<file path="src/rtl/sram_arb_pkg.sv">
// Shared types and constants for the two-port SRAM arbiter.
// Optional statistics counters are enabled with SRAM_ARB_STATS_EN.
package sram_arb_pkg;

    localparam int AHB_DWIDTH = 32;
    localparam int BE_WIDTH   = 4;
    localparam int STAT_WIDTH = 16;

    typedef enum logic {
        REQ_A = 1'b0,
        REQ_B = 1'b1
    } req_id_e;

    typedef enum logic [1:0] {
        ST_RR    = 2'd0,
        ST_OWN_A = 2'd1,
        ST_OWN_B = 2'd2
    } arb_state_e;

    typedef struct packed {
        logic    valid;
        req_id_e id;
    } rsp_tag_t;

    function automatic req_id_e other_req(input req_id_e id);
        return (id == REQ_A) ? REQ_B : REQ_A;
    endfunction

endpackage

</file>
<file path="src/rtl/sram_arb_rsp_pipe.sv">
// Read-response tag delay line; steers SRAM read data to the requester
// that issued the read, holding each requester's last returned word.
module sram_arb_rsp_pipe
    import sram_arb_pkg::*;
#(
    parameter int RD_LATENCY = 1
) (
    input  logic                  clk_i,
    input  logic                  rst_i,
    input  rsp_tag_t              issue_i,
    input  logic [AHB_DWIDTH-1:0] mem_rdata_i,
    output logic                  rspa_valid_o,
    output logic [AHB_DWIDTH-1:0] rspa_rdata_o,
    output logic                  rspb_valid_o,
    output logic [AHB_DWIDTH-1:0] rspb_rdata_o
);

    localparam int DEPTH = RD_LATENCY + 1;

    rsp_tag_t              tag_q [DEPTH];
    rsp_tag_t              tag_out;
    logic [AHB_DWIDTH-1:0] hold_a_q;
    logic [AHB_DWIDTH-1:0] hold_b_q;
    logic                  hit_a;
    logic                  hit_b;

    assign tag_out = tag_q[DEPTH-1];
    assign hit_a   = tag_out.valid && (tag_out.id == REQ_A);
    assign hit_b   = tag_out.valid && (tag_out.id == REQ_B);

    always_ff @(posedge clk_i) begin
        if (rst_i) begin
            for (int i = 0; i < DEPTH; i++) begin
                tag_q[i] <= '0;
            end
            hold_a_q <= '0;
            hold_b_q <= '0;
        end else begin
            tag_q[0] <= issue_i;
            for (int i = 1; i < DEPTH; i++) begin
                tag_q[i] <= tag_q[i-1];
            end
            if (hit_a) begin
                hold_a_q <= mem_rdata_i;
            end
            if (hit_b) begin
                hold_b_q <= mem_rdata_i;
            end
        end
    end

    // Data is forwarded in the cycle the SRAM presents it, then held.
    assign rspa_valid_o = hit_a;
    assign rspb_valid_o = hit_b;
    assign rspa_rdata_o = hit_a ? mem_rdata_i : hold_a_q;
    assign rspb_rdata_o = hit_b ? mem_rdata_i : hold_b_q;

endmodule

</file>
<file path="src/rtl/sram_port_arbiter.sv">
// Two-requester SRAM port arbiter: round-robin with lock ownership.
// Define SRAM_ARB_STATS_EN to add conflict / lock-stall counters.
module sram_port_arbiter
    import sram_arb_pkg::*;
#(
    parameter int MEM_AWIDTH = 16,
    parameter int RD_LATENCY = 1
) (
    input  logic                  HCLK,
    input  logic                  HRESET,
    input  logic                  rqa_valid,
    input  logic                  rqa_write,
    input  logic [MEM_AWIDTH-1:0] rqa_addr,
    input  logic [BE_WIDTH-1:0]   rqa_byteen,
    input  logic [AHB_DWIDTH-1:0] rqa_wdata,
    input  logic                  rqa_lock,
    output logic                  rqa_ready,
    input  logic                  rqb_valid,
    input  logic                  rqb_write,
    input  logic [MEM_AWIDTH-1:0] rqb_addr,
    input  logic [BE_WIDTH-1:0]   rqb_byteen,
    input  logic [AHB_DWIDTH-1:0] rqb_wdata,
    input  logic                  rqb_lock,
    output logic                  rqb_ready,
    output logic                  rspa_valid,
    output logic [AHB_DWIDTH-1:0] rspa_rdata,
    output logic                  rspb_valid,
    output logic [AHB_DWIDTH-1:0] rspb_rdata,
    output logic                  mem_ren,
    output logic                  mem_wen,
    output logic [MEM_AWIDTH-1:0] mem_addr,
    output logic [BE_WIDTH-1:0]   mem_byteen,
    output logic [AHB_DWIDTH-1:0] mem_wdata,
    input  logic [AHB_DWIDTH-1:0] mem_rdata
`ifdef SRAM_ARB_STATS_EN
    ,
    output logic [STAT_WIDTH-1:0] stat_conflict,
    output logic [STAT_WIDTH-1:0] stat_lock_stall
`endif
);

    arb_state_e            state_q;
    arb_state_e            state_d;
    req_id_e               last_q;
    req_id_e               last_d;

    logic                  gnt_a;
    logic                  gnt_b;
    logic                  xfer;
    req_id_e               sel_id;
    logic                  sel_write;
    logic                  sel_lock;
    logic [MEM_AWIDTH-1:0] sel_addr;
    logic [BE_WIDTH-1:0]   sel_byteen;
    logic [AHB_DWIDTH-1:0] sel_wdata;
    rsp_tag_t              issue;

    logic                  ren_q;
    logic                  wen_q;
    logic [MEM_AWIDTH-1:0] addr_q;
    logic [BE_WIDTH-1:0]   byteen_q;
    logic [AHB_DWIDTH-1:0] wdata_q;

    // Grants are suppressed during reset so nothing transfers then.
    always_comb begin
        gnt_a = 1'b0;
        gnt_b = 1'b0;
        if (!HRESET) begin
            unique case (state_q)
                ST_OWN_A: gnt_a = rqa_valid;
                ST_OWN_B: gnt_b = rqb_valid;
                default: begin
                    if (rqa_valid && rqb_valid) begin
                        gnt_a = (other_req(last_q) == REQ_A);
                        gnt_b = (other_req(last_q) == REQ_B);
                    end else begin
                        gnt_a = rqa_valid;
                        gnt_b = rqb_valid;
                    end
                end
            endcase
        end
    end

    assign rqa_ready = gnt_a;
    assign rqb_ready = gnt_b;
    assign xfer      = gnt_a || gnt_b;

    assign sel_id     = gnt_b ? REQ_B : REQ_A;
    assign sel_write  = gnt_b ? rqb_write : rqa_write;
    assign sel_lock   = gnt_b ? rqb_lock : rqa_lock;
    assign sel_addr   = gnt_b ? rqb_addr : rqa_addr;
    assign sel_byteen = gnt_b ? rqb_byteen : rqa_byteen;
    assign sel_wdata  = gnt_b ? rqb_wdata : rqa_wdata;

    always_comb begin
        state_d = state_q;
        last_d  = last_q;
        if (xfer) begin
            last_d = sel_id;
        end
        if (xfer && sel_lock) begin
            state_d = (sel_id == REQ_A) ? ST_OWN_A : ST_OWN_B;
        end else begin
            unique case (state_q)
                ST_OWN_A: begin
                    if (gnt_a || !rqa_valid) begin
                        state_d = ST_RR;
                    end
                end
                ST_OWN_B: begin
                    if (gnt_b || !rqb_valid) begin
                        state_d = ST_RR;
                    end
                end
                default: state_d = ST_RR;
            endcase
        end
    end

    always_ff @(posedge HCLK) begin
        if (HRESET) begin
            state_q  <= ST_RR;
            last_q   <= REQ_B;
            ren_q    <= 1'b0;
            wen_q    <= 1'b0;
            addr_q   <= '0;
            byteen_q <= '0;
            wdata_q  <= '0;
        end else begin
            state_q <= state_d;
            last_q  <= last_d;
            ren_q   <= xfer && !sel_write;
            wen_q   <= xfer && sel_write;
            if (xfer) begin
                addr_q   <= sel_addr;
                byteen_q <= sel_byteen;
                wdata_q  <= sel_wdata;
            end
        end
    end

    assign mem_ren    = ren_q;
    assign mem_wen    = wen_q;
    assign mem_addr   = addr_q;
    assign mem_byteen = byteen_q;
    assign mem_wdata  = wdata_q;

    assign issue.valid = xfer && !sel_write;
    assign issue.id    = sel_id;

    sram_arb_rsp_pipe #(
        .RD_LATENCY (RD_LATENCY)
    ) u_rsp_pipe (
        .clk_i        (HCLK),
        .rst_i        (HRESET),
        .issue_i      (issue),
        .mem_rdata_i  (mem_rdata),
        .rspa_valid_o (rspa_valid),
        .rspa_rdata_o (rspa_rdata),
        .rspb_valid_o (rspb_valid),
        .rspb_rdata_o (rspb_rdata)
    );

`ifdef SRAM_ARB_STATS_EN
    logic [STAT_WIDTH-1:0] conflict_q;
    logic [STAT_WIDTH-1:0] lock_stall_q;
    logic                  both_valid;
    logic                  lock_blocked;

    assign both_valid   = rqa_valid && rqb_valid;
    assign lock_blocked = ((state_q == ST_OWN_A) && rqb_valid)
                       || ((state_q == ST_OWN_B) && rqa_valid);

    // Both counters stick at all-ones rather than wrapping.
    always_ff @(posedge HCLK) begin
        if (HRESET) begin
            conflict_q   <= '0;
            lock_stall_q <= '0;
        end else begin
            if (both_valid && (conflict_q != '1)) begin
                conflict_q <= conflict_q + 1'b1;
            end
            if (lock_blocked && (lock_stall_q != '1)) begin
                lock_stall_q <= lock_stall_q + 1'b1;
            end
        end
    end

    assign stat_conflict   = conflict_q;
    assign stat_lock_stall = lock_stall_q;
`endif

endmodule

</file>
<file path="config.mk">
export PLATFORM = sky130hd
export DESIGN_NAME = sram_port_arbiter
export DESIGN_NICKNAME = d
export VERILOG_FILES = /design/src/rtl/sram_arb_pkg.sv /design/src/rtl/sram_arb_rsp_pipe.sv /design/src/rtl/sram_port_arbiter.sv
export SDC_FILE = /design/constraint.sdc
export NUM_CORES = 1
export LEC_CHECK = 0
export BUFFER_PORTS_ARGS = -buffer_cell sky130_fd_sc_hd__buf_2
export CORE_ASPECT_RATIO = 0.75
export CORE_MARGIN = 4
export CORE_UTILIZATION = 39
export CTS_BUF_LIST = sky130_fd_sc_hd__clkbuf_16
export CTS_CLUSTER_SIZE = 12
export DETAILED_ROUTE_END_ITERATION = 6
export GPL_TIMING_DRIVEN = 1
export PLACE_DENSITY = 0.68
export SLEW_MARGIN = 20
export SYNTH_ARGS = -nofsm -noshare
export SYNTH_HDL_FRONTEND = slang
export SYNTH_SLANG_ARGS = --single-unit
</file>
<file path="constraint.sdc">
create_clock -name HCLK -period 4.91 [get_ports HCLK]
set_input_delay 0.982 -clock HCLK [delete_from_list [all_inputs] [get_ports HCLK]]
set_output_delay 0.982 -clock HCLK [all_outputs]
set_load 0.02 [all_outputs]
</file>
==> report_table.html <==
<table>
<tr><th>Metric</th><th>Value</th></tr>
<tr><th colspan="2">Worst setup path</th></tr>
<tr><td>Critical path arrival</td><td>2.01 ns</td></tr>
<tr><td>Setup crit end kind</td><td>primary output</td></tr>
<tr><td>Register-to-Register Setup Slack</td><td>around 2.3 ns</td></tr>
<tr><td>End of the worst register-to-register path</td><td>mem_addr[15]</td></tr>
<tr><td>Setup crit end</td><td>rqb_ready</td></tr>
<tr><td>Chain of cells forming the critical path</td><td>buf_4, and2b_1, nand3_2, inv_1, buf_2</td></tr>
<tr><td>WP depth</td><td>5</td></tr>
<tr><td>Number of buffers and inverters on the critical path</td><td>3</td></tr>
<tr><td>Setup Crit Path Kind</td><td>primary input to primary output</td></tr>
<tr><td>Reg-to-reg startpoint</td><td>state_q[0]</td></tr>
<tr><td>Required @ worst endpoint</td><td>between 3 and 4 ns</td></tr>
<tr><td>Cell with the largest stage delay on the worst path</td><td>sky130_fd_sc_hd__buf_4</td></tr>
<tr><td>Largest stage delay on the critical path</td><td>0.39 ns</td></tr>
<tr><td>CP delay by family, top</td><td>buffers and inverters</td></tr>
<tr><td>Startpoint types</td><td>primary input</td></tr>
<tr><td>Crit path max fanout</td><td>42</td></tr>
<tr><td>FF-to-FF path depth</td><td>6</td></tr>
<tr><td>Crit path from</td><td>HRESET</td></tr>
<tr><th colspan="2">Routing</th></tr>
<tr><td>Post-DR vias/cell</td><td>5.614</td></tr>
<tr><td>Router iterations before antenna repair</td><td>6</td></tr>
<tr><td>Total number of vias</td><td>5676</td></tr>
<tr><td>Number of DRC violations after detailed routing</td><td>0</td></tr>
<tr><td>Starting DRC count in detailed routing</td><td>573</td></tr>
<tr><td>Wirelength per Cell</td><td>18.14 um</td></tr>
<tr><td>Post-Route WL</td><td>~18 mm</td></tr>
<tr><td>Detail Route Antenna Nets</td><td>0</td></tr>
<tr><th colspan="2">Clocking</th></tr>
<tr><td>Number of gates resized after CTS</td><td>0</td></tr>
<tr><td>Cell at the root of the clock tree</td><td>sky130_fd_sc_hd__clkbuf_16</td></tr>
<tr><td>Clock input transition at the sequential cells of the worst setup and hold paths</td><td>0.05 ns</td></tr>
<tr><td>Clock sinks</td><td>124</td></tr>
<tr><td>Maximum buffer depth of the clock tree</td><td>2</td></tr>
<tr><td>Number of hold buffers added after CTS</td><td>0</td></tr>
<tr><td>Insertion delay to the later sink of the worst-skew pair</td><td>~0.41 ns</td></tr>
<tr><td>Depth of the CTS H-tree</td><td>4</td></tr>
<tr><td>Number of buffers inserted during clock tree synthesis</td><td>17</td></tr>
<tr><td>Postcts setup bufs</td><td>0</td></tr>
<tr><td>TritonCTS clock tree</td><td>done</td></tr>
<tr><th colspan="2">Logic synthesis</th></tr>
<tr><td>Synthesized netlist cell count</td><td>about 580</td></tr>
<tr><td>Post-synthesis cell type count</td><td>36</td></tr>
<tr><td>Synth Register Bits</td><td>~120</td></tr>
<tr><td>EDFF count, synth</td><td>0</td></tr>
<tr><td>Average instance area after synthesis</td><td>9.928 um2</td></tr>
<tr><td>Post-Synthesis Net Count</td><td>approximately 730</td></tr>
<tr><td>Share of flip-flops with an asynchronous set or reset after synthesis</td><td>0</td></tr>
<tr><td>Syn Std Cell Area</td><td>between 0.005 and 0.006 mm2</td></tr>
<tr><td>Most common flop cell mapped by yosys</td><td>sky130_fd_sc_hd__dfxtp_1</td></tr>
<tr><td>Sequential share of the synthesized area</td><td>0.4289</td></tr>
<tr><td>Total number of yosys warnings</td><td>0</td></tr>
<tr><th colspan="2">Final layout</th></tr>
<tr><td>Synth-to-Final Area Change</td><td>32.36%</td></tr>
<tr><td>Layout Cells excl Fill</td><td>1011</td></tr>
<tr><td>Combined area of the multi-input logic cells</td><td>0.002923 mm2</td></tr>
<tr><td>Diode count</td><td>0</td></tr>
<tr><td>Layout filler cell count</td><td>1332</td></tr>
<tr><td>Fraction of layout instances using a drive strength above 1</td><td>0.4710</td></tr>
<tr><td>Layout Nets</td><td>945</td></tr>
<tr><td>Sequential cell area</td><td>0.002482 mm2</td></tr>
<tr><th colspan="2">Floorplan</th></tr>
<tr><td>Initial Util</td><td>0.3991</td></tr>
<tr><td>Number of placement rows</td><td>38</td></tr>
<tr><td>Die span in x</td><td>about 150 um</td></tr>
<tr><td>Boundary pin count</td><td>between 200 and 300</td></tr>
<tr><td>Core area</td><td>between 0.01 and 0.015 mm2</td></tr>
<tr><td>Die Y</td><td>113.5 um</td></tr>
<tr><td>Die area</td><td>approximately 0.017 mm2</td></tr>
<tr><th colspan="2">GRT</th></tr>
<tr><td>Global router's overall resource usage</td><td>0.2079</td></tr>
<tr><td>Number of global-route vias before repair</td><td>roughly 5500</td></tr>
<tr><td>Antenna violations before repair</td><td>0</td></tr>
<tr><td>Largest net degree at the start of global routing</td><td>86</td></tr>
<tr><td>Global-route layer with the greatest usage</td><td>met2</td></tr>
<tr><td>Total overflow reported by the global router</td><td>0</td></tr>
<tr><td>Met3 Use GR</td><td>0.07268</td></tr>
<tr><td>First-pass GRT wire length</td><td>28.15 mm</td></tr>
<tr><td>Met1 Resource Use GR</td><td>0.2787</td></tr>
<tr><td>GRT met2 Usage</td><td>0.3111</td></tr>
<tr><th colspan="2">STA</th></tr>
<tr><td>Slew at the pin closest to its max-slew limit</td><td>1.129 ns</td></tr>
<tr><td>Final hold violations</td><td>0</td></tr>
<tr><td>Minimum clock period</td><td>2.988 ns</td></tr>
<tr><td>Share of the cycle needed by the critical path after routing</td><td>0.6086</td></tr>
<tr><td>Fin. max-slew vios</td><td>0</td></tr>
<tr><td>Layout Skew</td><td>0.007978 ns</td></tr>
<tr><td>Total negative slack for setup checks</td><td>0 ns</td></tr>
<tr><td>Count of endpoints failing setup in the final report</td><td>0</td></tr>
<tr><td>Max frequency</td><td>0.3346 GHz</td></tr>
<tr><td>Relative slew slack</td><td>0.2476</td></tr>
<tr><td>RSZ-0062 raised after global routing</td><td>false</td></tr>
<tr><th colspan="2">Power</th></tr>
<tr><td>Power Density</td><td>354.0 mW/mm2</td></tr>
<tr><td>Static power due to leakage</td><td>between 3 and 4 nW</td></tr>
<tr><td>Sw power</td><td>789.7 uW</td></tr>
<tr><td>Internal power consumption</td><td>1.923 mW</td></tr>
<tr><td>Combinational power share</td><td>0.159</td></tr>
<tr><td>Fraction of power spent switching nets</td><td>0.2912</td></tr>
<tr><td>Clock Power Share</td><td>0.441</td></tr>
<tr><td>Highest ir drop seen on vdd</td><td>0.2068 mV</td></tr>
<tr><td>Part of the power in registers</td><td>0.400</td></tr>
<tr><th colspan="2">Place</th></tr>
<tr><td>Global placer's final weighted congestion</td><td>around 0.80</td></tr>
<tr><td>IO buf count</td><td>265</td></tr>
<tr><td>Cell count after placement</td><td>979</td></tr>
<tr><td>Total half-perimeter wirelength after legalization and detailed placement</td><td>11.81 mm</td></tr>
<tr><th colspan="2">Outcome</th></tr>
<tr><td>Outcome</td><td>finished, final reports clean</td></tr>
<tr><th colspan="2">Flow run</th></tr>
<tr><td>Max-capacitance violation count</td><td>0</td></tr>
<tr><th colspan="2">Min path</th></tr>
<tr><td>Worst min-delay path category</td><td>flop to flop</td></tr>
</table>
==> flip-flops by register name, summed over array words and instances (netlist names) <==
register,count
u_rsp_pipe.hold_a_q,32
mem_addr,16
u_rsp_pipe.hold_b_q,32
mem_byteen,4
mem_wen,1
last_q,1
u_rsp_pipe.tag_q,4
state_q,2
mem_wdata,32
==> worst register-to-register path: stages, from the launching register on <==
cell and delay (ns):
sky130_fd_sc_hd__dfxtp_1 0.38, sky130_fd_sc_hd__inv_1 0.06, sky130_fd_sc_hd__ha_1 0.43, sky130_fd_sc_hd__nand3b_1 0.70
sky130_fd_sc_hd__buf_4 0.48, sky130_fd_sc_hd__nand4_1 0.16, sky130_fd_sc_hd__a311oi_1 0.34
==> how the worst min path moves through the flow <==
| stage | from | end | cells after the start |
|---|---|---|---|
| 6_report | u_rsp_pipe.tag_q[0][0] | u_rsp_pipe.tag_q[0][2] | 1 |
| 5_1_grt | u_rsp_pipe.tag_q[0][0] | u_rsp_pipe.tag_q[0][2] | 1 |
| 4_1_cts | u_rsp_pipe.tag_q[0][0] | u_rsp_pipe.tag_q[0][2] | 1 |
| 3_5_place_dp | u_rsp_pipe.tag_q[0][0] | u_rsp_pipe.tag_q[0][2] | 1 |
| 3_3_place_gp | u_rsp_pipe.tag_q[0][0] | u_rsp_pipe.tag_q[0][2] | 1 |
| 2_1_floorplan | u_rsp_pipe.tag_q[0][0] | u_rsp_pipe.tag_q[0][2] | 1 |
==> cells in the final DEF (no fill, tap or decap), drive strengths merged, types with 3 or more instances in the layout <==
master	synthesis	layout
dfxtp	124	124
nand4	56	56
clkbuf	18	17
inv	5	11
nand2	3	3
clkinvlp	0	4
o31ai	52	52
clkinv	0	3
buf	61	276
a311oi	52	52
nor4	52	52
mux2	64	64
nor2b	69	69
==> layout make-up <==
type | count | share of cell area
clock buffers | 17 | 0.05553
clock inverters | 14 | 0.01797
inverters | 5 | 0.002450
multi-input cells | 375 | 0.3815
flip-flops and latches | 124 | 0.3240
well taps | 200 | 0.03266
repair buffers | 276 | 0.1859
==> cells by family after synthesis <==
group | Yosys count | synth area share
buf+inv | 84 | 0.07090
simple gates | 196 | 0.2123
flops | 124 | 0.4289
fa+ha+maj | 2 | 0.004323
compound gates | 112 | 0.1574
mux | 65 | 0.1262
==> power by group through the flow <==
stage	combinational [mW]	clock [mW]	sequential, mW
after floorplan	0.220	0	1.15
after global placement	0.428	0	1.10
after detailed placement	0.428	0	1.10
after CTS	0.428	1.22	1.08
after global routing	0.463	1.28	1.09
final	0.432	1.20	1.08
==> per-stage QoR <==
step | area [um2] | power, mW | worst slack [ns] | util | hold WS [ns]
after global routing | 7661 | 2.830 | 1.818 | 0.5283 | 0.4612
after detailed placement | 7078 | 1.532 | 1.900 | 0.4881 | 0.4245
final | 7661 | 2.712 | 1.922 | 0.5283 | 0.4376
after floorplan | 5788 | 1.371 | 1.899 | - | 0.4138
after global placement | 7078 | 1.533 | 1.943 | 0.4881 | 0.4179
after CTS | 7641 | 2.735 | 1.924 | 0.5269 | 0.4379
==> synth_stat cells (2+ instances only) <==
cell | count | share of area
sky130_fd_sc_hd__nand4_1 | 56 | 0.061
sky130_fd_sc_hd__or2_2 | 2 | 0.0022
sky130_fd_sc_hd__buf_2 | 55 | 0.048
sky130_fd_sc_hd__dfxtp_1 | 124 | 0.43
sky130_fd_sc_hd__a41oi_1 | 2 | 0.0030
sky130_fd_sc_hd__nor4_1 | 52 | 0.056
sky130_fd_sc_hd__nor2b_1 | 68 | 0.073
sky130_fd_sc_hd__nand2_1 | 3 | 0.0019
sky130_fd_sc_hd__clkbuf_1 | 18 | 0.012
sky130_fd_sc_hd__nand2b_1 | 2 | 0.0022
sky130_fd_sc_hd__o31ai_1 | 52 | 0.067
sky130_fd_sc_hd__mux2_2 | 64 | 0.12
sky130_fd_sc_hd__ha_1 | 2 | 0.0043
sky130_fd_sc_hd__buf_4 | 5 | 0.0065
sky130_fd_sc_hd__and3_1 | 2 | 0.0022
sky130_fd_sc_hd__inv_1 | 5 | 0.0032
sky130_fd_sc_hd__a311oi_1 | 52 | 0.079
==> layer usage <==
layer	share of wire	vias to the layer above
li1	-	2705
met1	0.44	2644
met2	0.44	308
met3	0.099	19
met4	0.014	0
met5	0	-
(Power assumes the default switching activity.)
